## config.mk

```make
export PLATFORM = sky130hd
export DESIGN_NAME = mem_channel_arbiter
export DESIGN_NICKNAME = d
export VERILOG_FILES = /design/src/rtl/mem_arb_pkg.sv /design/src/rtl/mem_arb_channel.sv /design/src/rtl/mem_channel_arbiter.sv
export SDC_FILE = /design/constraint.sdc
export NUM_CORES = 2
export LEC_CHECK = 0
export ABC_CLOCK_PERIOD_IN_PS = 125000
export CELL_PAD_IN_SITES_DETAIL_PLACEMENT = 1
export CELL_PAD_IN_SITES_GLOBAL_PLACEMENT = 2
export CORE_MARGIN = 2
export CORE_UTILIZATION = 38
export CTS_CLUSTER_SIZE = 24
export DETAILED_ROUTE_END_ITERATION = 12
export HOLD_SLACK_MARGIN = 0.06
export PLACE_DENSITY_LB_ADDON = 0.12
export SLEW_MARGIN = 25
export SYNTH_ARGS = -nofsm -noshare
export SYNTH_HDL_FRONTEND = slang
export SYNTH_SLANG_ARGS = --single-unit
```

## constraint.sdc

```tcl
create_clock -name clk -period 125 [get_ports clk]
set_input_delay 25 -clock clk [delete_from_list [all_inputs] [get_ports clk]]
set_output_delay 25 -clock clk [all_outputs]
set_load 0.05 [all_outputs]
```

## src/rtl/mem_arb_pkg.sv

```systemverilog
// Shared types for the memory channel arbiter.
//   channel_state_e : per-channel transaction state
//   idx_width()     : bit width of a consumer index ($clog2, minimum 1)
package mem_arb_pkg;

    typedef enum logic [2:0] {
        StIdle,
        StReadWait,
        StWriteWait,
        StReadRelay,
        StWriteRelay
    } channel_state_e;

    function automatic int unsigned idx_width(input int unsigned n);
        return (n > 1) ? $clog2(n) : 1;
    endfunction

endpackage

```

## src/rtl/mem_arb_channel.sv

```systemverilog
// One memory channel: carries a single transaction from grant through the memory
// handshake to the relay back to the owning consumer.
// Inputs : clk, reset_n (async, active-low), grant_* (request chosen by the top),
//          owner_read_valid/owner_write_valid (valids of the latched owner),
//          mem_read_ready/mem_read_data/mem_write_ready (memory side).
// Outputs: busy, release_claim, owner_idx, registered mem_* request signals and
//          registered consumer-side ready/data for the owner.
module mem_arb_channel
    import mem_arb_pkg::*;
#(
    parameter int unsigned ADDR_BITS = 8,
    parameter int unsigned DATA_BITS = 8,
    parameter int unsigned IDX_BITS  = 3
) (
    input  logic                 clk,
    input  logic                 reset_n,
    input  logic                 grant_valid,
    input  logic [IDX_BITS-1:0]  grant_idx,
    input  logic                 grant_is_write,
    input  logic [ADDR_BITS-1:0] grant_addr,
    input  logic [DATA_BITS-1:0] grant_wdata,
    input  logic                 owner_read_valid,
    input  logic                 owner_write_valid,
    input  logic                 mem_read_ready,
    input  logic [DATA_BITS-1:0] mem_read_data,
    input  logic                 mem_write_ready,
    output logic                 busy,
    output logic                 release_claim,
    output logic [IDX_BITS-1:0]  owner_idx,
    output logic                 mem_read_valid,
    output logic [ADDR_BITS-1:0] mem_read_address,
    output logic                 mem_write_valid,
    output logic [ADDR_BITS-1:0] mem_write_address,
    output logic [DATA_BITS-1:0] mem_write_data,
    output logic                 cons_read_ready,
    output logic [DATA_BITS-1:0] cons_read_data,
    output logic                 cons_write_ready
);

    channel_state_e       state_q;
    logic [IDX_BITS-1:0]  idx_q;
    logic                 rd_valid_q, wr_valid_q, rd_ready_q, wr_ready_q;
    logic [ADDR_BITS-1:0] rd_addr_q, wr_addr_q;
    logic [DATA_BITS-1:0] wdata_q, rdata_q;

    always_ff @(posedge clk or negedge reset_n) begin
        if (!reset_n) begin
            state_q    <= StIdle;
            idx_q      <= '0;
            rd_valid_q <= 1'b0;
            wr_valid_q <= 1'b0;
            rd_ready_q <= 1'b0;
            wr_ready_q <= 1'b0;
            rd_addr_q  <= '0;
            wr_addr_q  <= '0;
            wdata_q    <= '0;
            rdata_q    <= '0;
        end else begin
            case (state_q)
                StIdle: begin
                    if (grant_valid) begin
                        idx_q <= grant_idx;
                        if (grant_is_write) begin
                            wr_valid_q <= 1'b1;
                            wr_addr_q  <= grant_addr;
                            wdata_q    <= grant_wdata;
                            state_q    <= StWriteWait;
                        end else begin
                            rd_valid_q <= 1'b1;
                            rd_addr_q  <= grant_addr;
                            state_q    <= StReadWait;
                        end
                    end
                end
                StReadWait: begin
                    if (mem_read_ready) begin
                        rd_valid_q <= 1'b0;
                        rd_ready_q <= 1'b1;
                        rdata_q    <= mem_read_data;
                        state_q    <= StReadRelay;
                    end
                end
                StWriteWait: begin
                    if (mem_write_ready) begin
                        wr_valid_q <= 1'b0;
                        wr_ready_q <= 1'b1;
                        state_q    <= StWriteRelay;
                    end
                end
                StReadRelay: begin
                    if (!owner_read_valid) begin
                        rd_ready_q <= 1'b0;
                        state_q    <= StIdle;
                    end
                end
                StWriteRelay: begin
                    if (!owner_write_valid) begin
                        wr_ready_q <= 1'b0;
                        state_q    <= StIdle;
                    end
                end
                default: state_q <= StIdle;
            endcase
        end
    end

    // Claim is freed on the same edge the channel returns to idle.
    assign release_claim = ((state_q == StReadRelay) && !owner_read_valid) ||
                           ((state_q == StWriteRelay) && !owner_write_valid);

    assign busy              = (state_q != StIdle);
    assign owner_idx         = idx_q;
    assign mem_read_valid    = rd_valid_q;
    assign mem_read_address  = rd_addr_q;
    assign mem_write_valid   = wr_valid_q;
    assign mem_write_address = wr_addr_q;
    assign mem_write_data    = wdata_q;
    assign cons_read_ready   = rd_ready_q;
    assign cons_read_data    = rdata_q;
    assign cons_write_ready  = wr_ready_q;

endmodule

```

## src/rtl/mem_channel_arbiter.sv

```systemverilog
// Shares NUM_CHANNELS memory channels among NUM_CONSUMERS load/store requesters
// with round-robin grant, one transaction per channel, one channel per consumer.
// Consumer side: consumer_read_*/consumer_write_* valid/ready handshakes.
// Memory side  : mem_read_*/mem_write_* per channel.
// Optional: define MEM_CHANNEL_ARBITER_STATS_EN to add stat_grants and
// stat_stall_cycles counters (cleared on reset).
module mem_channel_arbiter
    import mem_arb_pkg::*;
#(
    parameter int unsigned ADDR_BITS     = 8,
    parameter int unsigned DATA_BITS     = 8,
    parameter int unsigned NUM_CONSUMERS = 8,
    parameter int unsigned NUM_CHANNELS  = 4
) (
    input  logic                                    clk,
    input  logic                                    reset_n,
    input  logic [NUM_CONSUMERS-1:0]                consumer_read_valid,
    input  logic [NUM_CONSUMERS-1:0][ADDR_BITS-1:0] consumer_read_address,
    output logic [NUM_CONSUMERS-1:0]                consumer_read_ready,
    output logic [NUM_CONSUMERS-1:0][DATA_BITS-1:0] consumer_read_data,
    input  logic [NUM_CONSUMERS-1:0]                consumer_write_valid,
    input  logic [NUM_CONSUMERS-1:0][ADDR_BITS-1:0] consumer_write_address,
    input  logic [NUM_CONSUMERS-1:0][DATA_BITS-1:0] consumer_write_data,
    output logic [NUM_CONSUMERS-1:0]                consumer_write_ready,
    output logic [NUM_CHANNELS-1:0]                 mem_read_valid,
    output logic [NUM_CHANNELS-1:0][ADDR_BITS-1:0]  mem_read_address,
    input  logic [NUM_CHANNELS-1:0]                 mem_read_ready,
    input  logic [NUM_CHANNELS-1:0][DATA_BITS-1:0]  mem_read_data,
    output logic [NUM_CHANNELS-1:0]                 mem_write_valid,
    output logic [NUM_CHANNELS-1:0][ADDR_BITS-1:0]  mem_write_address,
    output logic [NUM_CHANNELS-1:0][DATA_BITS-1:0]  mem_write_data,
    input  logic [NUM_CHANNELS-1:0]                 mem_write_ready
`ifdef MEM_CHANNEL_ARBITER_STATS_EN
    ,
    output logic [31:0]                             stat_grants,
    output logic [31:0]                             stat_stall_cycles
`endif
);

    localparam int unsigned IdxW = idx_width(NUM_CONSUMERS);

    logic [NUM_CONSUMERS-1:0]               claimed_q, claimed_d, request, granted, taken;
    logic [IdxW-1:0]                        rr_ptr_q, rr_ptr_d;
    logic [NUM_CHANNELS-1:0]                ch_busy, ch_release, ch_rready, ch_wready;
    logic [NUM_CHANNELS-1:0]                grant_valid, grant_is_write, owner_rv, owner_wv;
    logic [NUM_CHANNELS-1:0][IdxW-1:0]      grant_idx, owner_idx;
    logic [NUM_CHANNELS-1:0][ADDR_BITS-1:0] grant_addr;
    logic [NUM_CHANNELS-1:0][DATA_BITS-1:0] grant_wdata, ch_rdata;
    int                                     idx, hi;
    logic                                   found;

    assign request = consumer_read_valid | consumer_write_valid;

    // Channels pick in ascending order; 'taken' hides consumers already chosen
    // by a lower channel this cycle as well as those already claimed.
    always_comb begin
        taken          = claimed_q;
        granted        = '0;
        grant_valid    = '0;
        grant_is_write = '0;
        grant_idx      = '0;
        grant_addr     = '0;
        grant_wdata    = '0;
        idx            = 0;
        hi             = -1;
        found          = 1'b0;
        for (int ch = 0; ch < int'(NUM_CHANNELS); ch++) begin
            found = 1'b0;
            if (!ch_busy[ch]) begin
                for (int k = 0; k < int'(NUM_CONSUMERS); k++) begin
                    idx = int'(rr_ptr_q) + k;
                    if (idx >= int'(NUM_CONSUMERS)) idx = idx - int'(NUM_CONSUMERS);
                    if (!found && request[idx] && !taken[idx]) begin
                        found               = 1'b1;
                        taken[idx]          = 1'b1;
                        granted[idx]        = 1'b1;
                        grant_valid[ch]     = 1'b1;
                        grant_idx[ch]       = IdxW'(idx);
                        grant_is_write[ch]  = !consumer_read_valid[idx];
                        grant_addr[ch]      = consumer_read_valid[idx] ?
                                              consumer_read_address[idx] :
                                              consumer_write_address[idx];
                        grant_wdata[ch]     = consumer_write_data[idx];
                        if (idx > hi) hi = idx;
                    end
                end
            end
        end
        rr_ptr_d = rr_ptr_q;
        if (hi >= 0) rr_ptr_d = (hi + 1 >= int'(NUM_CONSUMERS)) ? '0 : IdxW'(hi + 1);
    end

    always_comb begin
        claimed_d = claimed_q;
        for (int ch = 0; ch < int'(NUM_CHANNELS); ch++) begin
            if (ch_release[ch]) claimed_d[owner_idx[ch]] = 1'b0;
        end
        claimed_d = claimed_d | granted;
    end

    always_ff @(posedge clk or negedge reset_n) begin
        if (!reset_n) begin
            claimed_q <= '0;
            rr_ptr_q  <= '0;
        end else begin
            claimed_q <= claimed_d;
            rr_ptr_q  <= rr_ptr_d;
        end
    end

    always_comb begin
        owner_rv = '0;
        owner_wv = '0;
        for (int ch = 0; ch < int'(NUM_CHANNELS); ch++) begin
            owner_rv[ch] = consumer_read_valid[owner_idx[ch]];
            owner_wv[ch] = consumer_write_valid[owner_idx[ch]];
        end
    end

    for (genvar g = 0; g < int'(NUM_CHANNELS); g++) begin : g_chan
        mem_arb_channel #(
            .ADDR_BITS (ADDR_BITS),
            .DATA_BITS (DATA_BITS),
            .IDX_BITS  (IdxW)
        ) u_chan (
            .clk               (clk),
            .reset_n           (reset_n),
            .grant_valid       (grant_valid[g]),
            .grant_idx         (grant_idx[g]),
            .grant_is_write    (grant_is_write[g]),
            .grant_addr        (grant_addr[g]),
            .grant_wdata       (grant_wdata[g]),
            .owner_read_valid  (owner_rv[g]),
            .owner_write_valid (owner_wv[g]),
            .mem_read_ready    (mem_read_ready[g]),
            .mem_read_data     (mem_read_data[g]),
            .mem_write_ready   (mem_write_ready[g]),
            .busy              (ch_busy[g]),
            .release_claim     (ch_release[g]),
            .owner_idx         (owner_idx[g]),
            .mem_read_valid    (mem_read_valid[g]),
            .mem_read_address  (mem_read_address[g]),
            .mem_write_valid   (mem_write_valid[g]),
            .mem_write_address (mem_write_address[g]),
            .mem_write_data    (mem_write_data[g]),
            .cons_read_ready   (ch_rready[g]),
            .cons_read_data    (ch_rdata[g]),
            .cons_write_ready  (ch_wready[g])
        );
    end

    // Consumer outputs come straight from channel flops; only the owner sees them.
    always_comb begin
        consumer_read_ready  = '0;
        consumer_read_data   = '0;
        consumer_write_ready = '0;
        for (int c = 0; c < int'(NUM_CONSUMERS); c++) begin
            for (int ch = 0; ch < int'(NUM_CHANNELS); ch++) begin
                if (owner_idx[ch] == IdxW'(c)) begin
                    if (ch_rready[ch]) begin
                        consumer_read_ready[c] = 1'b1;
                        consumer_read_data[c]  = ch_rdata[ch];
                    end
                    if (ch_wready[ch]) consumer_write_ready[c] = 1'b1;
                end
            end
        end
    end

`ifdef MEM_CHANNEL_ARBITER_STATS_EN
    logic [31:0] stat_grants_q, stat_stall_q;

    always_ff @(posedge clk or negedge reset_n) begin
        if (!reset_n) begin
            stat_grants_q <= '0;
            stat_stall_q  <= '0;
        end else begin
            stat_grants_q <= stat_grants_q + 32'($countones(granted));
            if (|(request & ~claimed_q & ~granted)) stat_stall_q <= stat_stall_q + 32'd1;
        end
    end

    assign stat_grants       = stat_grants_q;
    assign stat_stall_cycles = stat_stall_q;
`endif

endmodule
```

**Word-level counts from Yosys, hierarchy flattened**

Index checks and enable logic that the tools add are counted.

- Add/subtract/negate cells: 16
- Multiply operators: 0
- Divide/modulo/power cells: 0
- Order comparisons: 114
- Equality and inequality tests: 72
- Shift operators: 0
- Multiplexer cells: 1450
- Bitwise logic cells: 76
- Reduce and logical (&&, ||, !) cells: 272

Operator list:

| cell | number |
|---|---|
| $mux 32 | 136 |
| $mux 8 | 483 |
| $bmux 8 s3 | 96 |
| $ge 32x1->1 const B | 33 |
| $lt 32x5->1 const B | 32 |
| $gt 32x32->1 | 31 |
| $mux 1 | 514 |
| $or 8x8->8 | 64 |
| $bmux 1 s3 | 104 |
| $mux 3 | 57 |
| $demux 1 s3 | 36 |
| $logic_and 1x1->1 | 104 |
| $logic_not 1->1 | 100 |
| $eq 3x3->1 const B | 20 |
| $pmux 3 s5 | 4 |
| $eq 3x2->1 const B | 16 |
| $reduce_and 3->1 | 16 |
| $ne 2x2->1 const B | 20 |
| $sub 4x4->5 const B | 7 |
| $add 32x2->32 const B | 1 |
| $and 8x8->8 | 4 |
| $ge 32x5->1 const B | 1 |
| $gt 32x1->1 const B | 1 |
| $not 8->8 | 4 |
| 20 further kinds | 116 |

- Bits in registers: 179
- Bits in latches: 0
- RAM bits: 0
- Bits in read-only memories: 0
- Input port bits: 250
- Output and inout bits: 184
- Word-level logic and storage cells: 2042
- Memories: 0

**Logic depth before layout (Yosys ltp)**

- Depth in word-level cells: 230
- Mapped depth: 278
- Depth with buffers taken out: 268

**Cells and area by module**

From an unflattened synthesis, not the netlist that was laid out.

- Cell total of the unflattened synthesis: 4263
- Area total of the unflattened synthesis: 35240.0 µm²

By module, submodules not included:

| module | times used | cells an instance | area an instance (µm²) | sequential area each (µm²) |
|---|---|---|---|---|
| mem_channel_arbiter | 1 | 3805 | 28248.3 | 275.3 |
| mem_arb_channel at g_chan[0].u_chan ... | 3 | 115 | 1752.9 | 1051.0 |
| mem_arb_channel at g_chan[1].u_chan | 1 | 113 | 1732.9 | 1051.0 |

**Least setup slack after synthesis**

Ideal clock, no wire load.

- Kind: input to register
- Start: input port consumer_read_valid[2]
- End: register rr_ptr_q[1]
- Setup time: 0.104 ns
- Arrival time: 68.136 ns
- Required time: 124.896 ns
- Path slack: 56.760 ns
- Stages: 250
- Buffers on the path: 6
- Cell sequence: clkbuf_1 or2_0 mux4_2 nand2_1 a21o_1 clkbuf_1 nand2_1 clkbuf_1 o22ai_1 ha_1 nor2b_1 o21a_1 o21ai_0 nand3_1 nand3_1 nand2_1 ha_1 xor2_1 [214 not listed] nor2b_1 o21a_1 o21ai_0 a31oi_1 o21a_1 and2_1 buf_4 nor2_1 a31oi_1 inv_1 ha_1 nand4_1 ha_1 nor4b_1 nand2_1 nor3_1 nand2b_1 o311ai_1

- Cells in the longest elaborated chain, start to end: 227
- Elaborated cells between the ends (all ways): 587
- Classes of those cells: add/sub (1); order compare (33); mux (403); bitwise (31); reduce/logical (119)

Ends and longest elaborated chain:

| item | RTL line | text |
|---|---|---|
| start, declared | mem_channel_arbiter.sv:17 | `input logic [NUM_CONSUMERS-1:0] consumer_read_valid,` |
| $or 8x8->8 (*) | mem_channel_arbiter.sv:52 | `assign request = consumer_read_valid \| consumer_write_valid;` |
| parallel branches: the longest is 222 deep, another holds $gt 32x32->1 | -- |  |
| $mux 32 (*) | mem_channel_arbiter.sv:69 | `if (!ch_busy[ch]) begin` |
| $add 32x2->32 | mem_channel_arbiter.sv:90 | `if (hi >= 0) rr_ptr_d = (hi + 1 >= int'(NUM_CONSUMERS)) ? '0 : IdxW'(hi + 1);` |
| $ge 32x5->1 | mem_channel_arbiter.sv:90 |  |
| $mux 3 | mem_channel_arbiter.sv:90 |  |
| end signal, assigned | mem_channel_arbiter.sv:107 | `rr_ptr_q <= rr_ptr_d;` |
| end, declared | mem_channel_arbiter.sv:43 | `logic [IdxW-1:0] rr_ptr_q, rr_ptr_d;` |

Every way passes the cells marked *. The select of a mux whose other input is x is not followed.
A chain may end at the register's enable or synchronous reset.

**Worst setup path after layout**

- Start: input port consumer_read_valid[7]
- End: register rr_ptr_q[2]

The elaborated chain is that of the path after synthesis.

==> impl_metrics.csv <==
group,metric,value,unit
run_status,outcome,"finished, final reports clean",
routing,routed-via-count,44011,
critical_path,crit_type,"in -> reg",
critical_path,slowest_delay,640,ps
finish,filler_cell_count,10853,
critical_path,worst_path_most_repeated_cell,"ha_1",
finish,layout_commonest_cell,"nand2_1",
synthesis,synth_cell_type_count,128,
synthesis,synth_top_cell_area_share,0.177,
clock_network,buffer_type_at_the_clock_tree_root,"clkbuf_16",
sta,timing.setup.tns,0,ps
sta,final.setup_skew,24.5,ps
synthesis,count_of_flip_flops_with_a_built_in_enable_after_synthesis,0,
clock_network,htreeDepth,4,
clock_network,tritoncts,"yes",
global_routing,initial_antenna_violation_count,23,
clock_network,post-cts-setup-buffer-count,0,
finish,mostFrequentLayoutCells,"545 x nand2_1, 432 x clkdlybuf4s50_1, 367 x nor2_1, 291 x a21oi_1, 276 x mux4_2",
routing,vias_cell,7.56,
clock_network,cts_hold_buffers,0,
global_routing,globalRouteTotalUtil,0.468,
routing,route.detailed.wl_per_inst,39.3,microns
global_routing,grt_residual_overflow,0,
clock_network,post_cts_resize_count,0,
finish,fin_area,0.0416,sq mm
global_routing,grt_first_pass_wirelength,320000,microns
sta,fmax,13.4,MHz
sta,final_hold_viol_count,0,
synthesis,yosysSeqAreaShare,0.128,
critical_path,critical_path.max_fanout,19,
sta,fin_ws,50240,ps
critical_path,startpoint_type_of_the_worst_setup_path,"primary input",
clock_network,cts.sinks,179,
sta,worst_slew_margin_rel,0.147,
die,ports_placed_on_the_boundary,434,
finish,multiInputGateArea,0.0290,sq mm
place,gp_congestion,1.11,
routing,drc,0,
finish,drive_gt1_frac,0.176,
critical_path,slowest_stage,"nand2_1",
synthesis,synth.area.top_cells,"mux4_2 18%, dfrtp_1 13%, nand2_1 5.8%",
synthesis,mappedNetlistArea,0.0351,sq mm
worst_hold_path,holdCritPathClass,"reg -> reg",
global_routing,grt_max_degree,86,
die,placeableCoreArea,0.0915,sq mm
die,rows,111,
run,maxCapViolations,0,
die,floorplan.initialDensity,0.383,
place,port_buf_inserts,433,
synthesis,synth_warn,0,
finish,area_growth,18.6,%
global_routing,via_count_of_the_first_global_routing_pass,42470,
routing,initial_drc_count,6554,
clock_network,cts_buffers,17,
synthesis,post_synth_inst_count,4352,
finish,fin_nets,5007,
place,placement.setup.worst_slack,50480,ps
clock_network,clock_insertion_delay_worst_skew,500,ps
sta,timing_max_transition_violations_final,0,
place,place_hpwl,171000,microns
critical_path,required,125410,ps
routing,drt-pass1-iter-count,9,
finish,register_area,0.00449,sq mm
routing,wirelength,229000,microns
sta,setup_viol_count_final,0,
sta,tightestPinTransition,1260,ps
routing,drt.antenna.violating_nets,0,
synthesis,synth-async-reset-ratio,1.00,
die,die-width,308,microns
clock_network,clk_path_buf_depth,2,
critical_path,crit_arrival,75170,ps
synthesis,postSynthRegisterBits,179,
die,die_y,308,microns
sta,fin_crit,74760,ps
critical_path,end_kind,"flip-flop",
die,floorplan.die_area,0.0947,sq mm
sta,fin_crit_share,0.598,
synthesis,syn-mean-instance-area,8.06,sq um
sta,unrepaired_setup_endpoints_after_global_routing,"false",
place,postPlaceCellArea,0.0410,sq mm
clock_network,path_clk_slew,90,ps
synthesis,synthDominantAreaCellType,"mux4_2",
synthesis,ys_dominant_reg_cell,"dfrtp_1",
critical path: cells and delay by family:
family | cells | cell delay (ps)
fa+ha+maj | 33 | 9280
xor+xnor | 1 | 140
simple gates | 73 | 13170
compound gates | 105 | 17630
buf+inv | 11 | 1710
mux | 23 | 8130
per-stage QoR:
| step | instances | util | hold slack, ps |
|---|---|---|---|
| after floorplan | 4387 | - | 467 |
| after global placement | 5775 | 0.447 | 462 |
| after detailed placement | 5775 | 0.447 | 470 |
| after CTS | 5806 | 0.454 | 487 |
| after global routing | 5810 | 0.454 | 513 |
| final | 5818 | 0.454 | 483 |
Yosys cell counts, types with 19 or more instances:
| cell | count |
|---|---|
| nand2_1 | 545 |
| nor2_1 | 381 |
| clkbuf_1 | 305 |
| a21oi_1 | 292 |
| mux4_2 | 276 |
| o21ai_0 | 242 |
| dfrtp_1 | 179 |
| ha_1 | 149 |
| mux2_2 | 145 |
| nand3_1 | 116 |
| a221o_1 | 97 |
| nor3_1 | 93 |
| inv_1 | 88 |
| a22oi_1 | 79 |
| a31oi_1 | 79 |
| mux2i_1 | 79 |
| a221oi_1 | 72 |
| nor2b_1 | 60 |
| buf_1 | 58 |
| o21a_1 | 56 |
| a211oi_1 | 55 |
| nand2b_1 | 54 |
| and2_1 | 50 |
| o22ai_1 | 48 |
| and3_1 | 44 |
| o221ai_1 | 44 |
| o31ai_1 | 42 |
| a21o_1 | 41 |
| nand4_1 | 36 |
| o211ai_1 | 27 |
| or2_2 | 27 |
| a31o_2 | 23 |
| or3_1 | 21 |
| a211o_1 | 19 |
| nor3b_1 | 19 |
kinds of logic (layout without fill, tap and decap cells):
family          count (synthesis)  count (layout)  share of synthesized area
simple gates                 1537            1537                      0.208
other cells                     1              48                   0.000107
mux                           501             501                      0.247
flops                         179             179                      0.128
buf+inv                       496             729                     0.0567
compound gates               1483            1483                      0.306
fa+ha+maj                     149             149                     0.0532
xor+xnor                        6               6                    0.00171
state kept, by name, summed over array words and instances, names as in the netlist:
register,cells
claimed_q,8
g_chan.u_chan.cons_read_data,32
g_chan.u_chan.cons_read_ready,4
g_chan.u_chan.cons_write_ready,4
g_chan.u_chan.mem_read_address,32
g_chan.u_chan.mem_read_valid,4
g_chan.u_chan.mem_write_address,32
g_chan.u_chan.mem_write_data,32
g_chan.u_chan.mem_write_valid,4
g_chan.u_chan.owner_idx,12
g_chan.u_chan.state_q,12
rr_ptr_q,3
final timing paths:
| check | end | slack (ps) | from | cells past startpoint |
|---|---|---|---|---|
| min in group asynchronous | g_chan[2].u_chan.cons_read_data[1]$_DFFE_PN0P_ | 24470 | reset_n | 1 |
| worst max-delay path | rr_ptr_q[2]$_DFFE_PN0P_ | 50240 | consumer_read_valid[7] | 246 |
| worst max register to register | rr_ptr_q[2]$_DFFE_PN0P_ | 72690 | rr_ptr_q[0]$_DFFE_PN0P_ | 248 |
| worst min-delay path | g_chan[2].u_chan.mem_read_address[3]$_DFFE_PN0P_ | 480 | g_chan[2].u_chan.mem_read_address[3]$_DFFE_PN0P_ | 2 |
| worst min register to register | g_chan[2].u_chan.mem_read_address[3]$_DFFE_PN0P_ | 480 | g_chan[2].u_chan.mem_read_address[3]$_DFFE_PN0P_ | 2 |
| max in group asynchronous | rr_ptr_q[0]$_DFFE_PN0P_ | 99110 | reset_n | 2 |
layout make-up:
cell class / count / area share
Antenna cell: 12 / 0.000722
Clock buffer: 17 / 0.0102
Clock inverter: 14 / 0.00340
Inverter: 92 / 0.00836
Multi-Input combinational cell: 3712 / 0.697
Sequential cell: 179 / 0.108
Tap cell: 1186 / 0.0357
Timing Repair Buffer: 606 / 0.136
routing by layer:
layer | track usage | vias up | part of all wire
li1 | - | 17572 | -
met1 | 0.592 | 21866 | 0.38
met2 | 0.667 | 3597 | 0.41
met3 | 0.185 | 952 | 0.14
met4 | 0.279 | 24 | 0.072
met5 | 0 | - | 0.00070
Power is not shown: default switching activity piles up to over one toggle a cycle in this logic, so the estimate is an artifact.
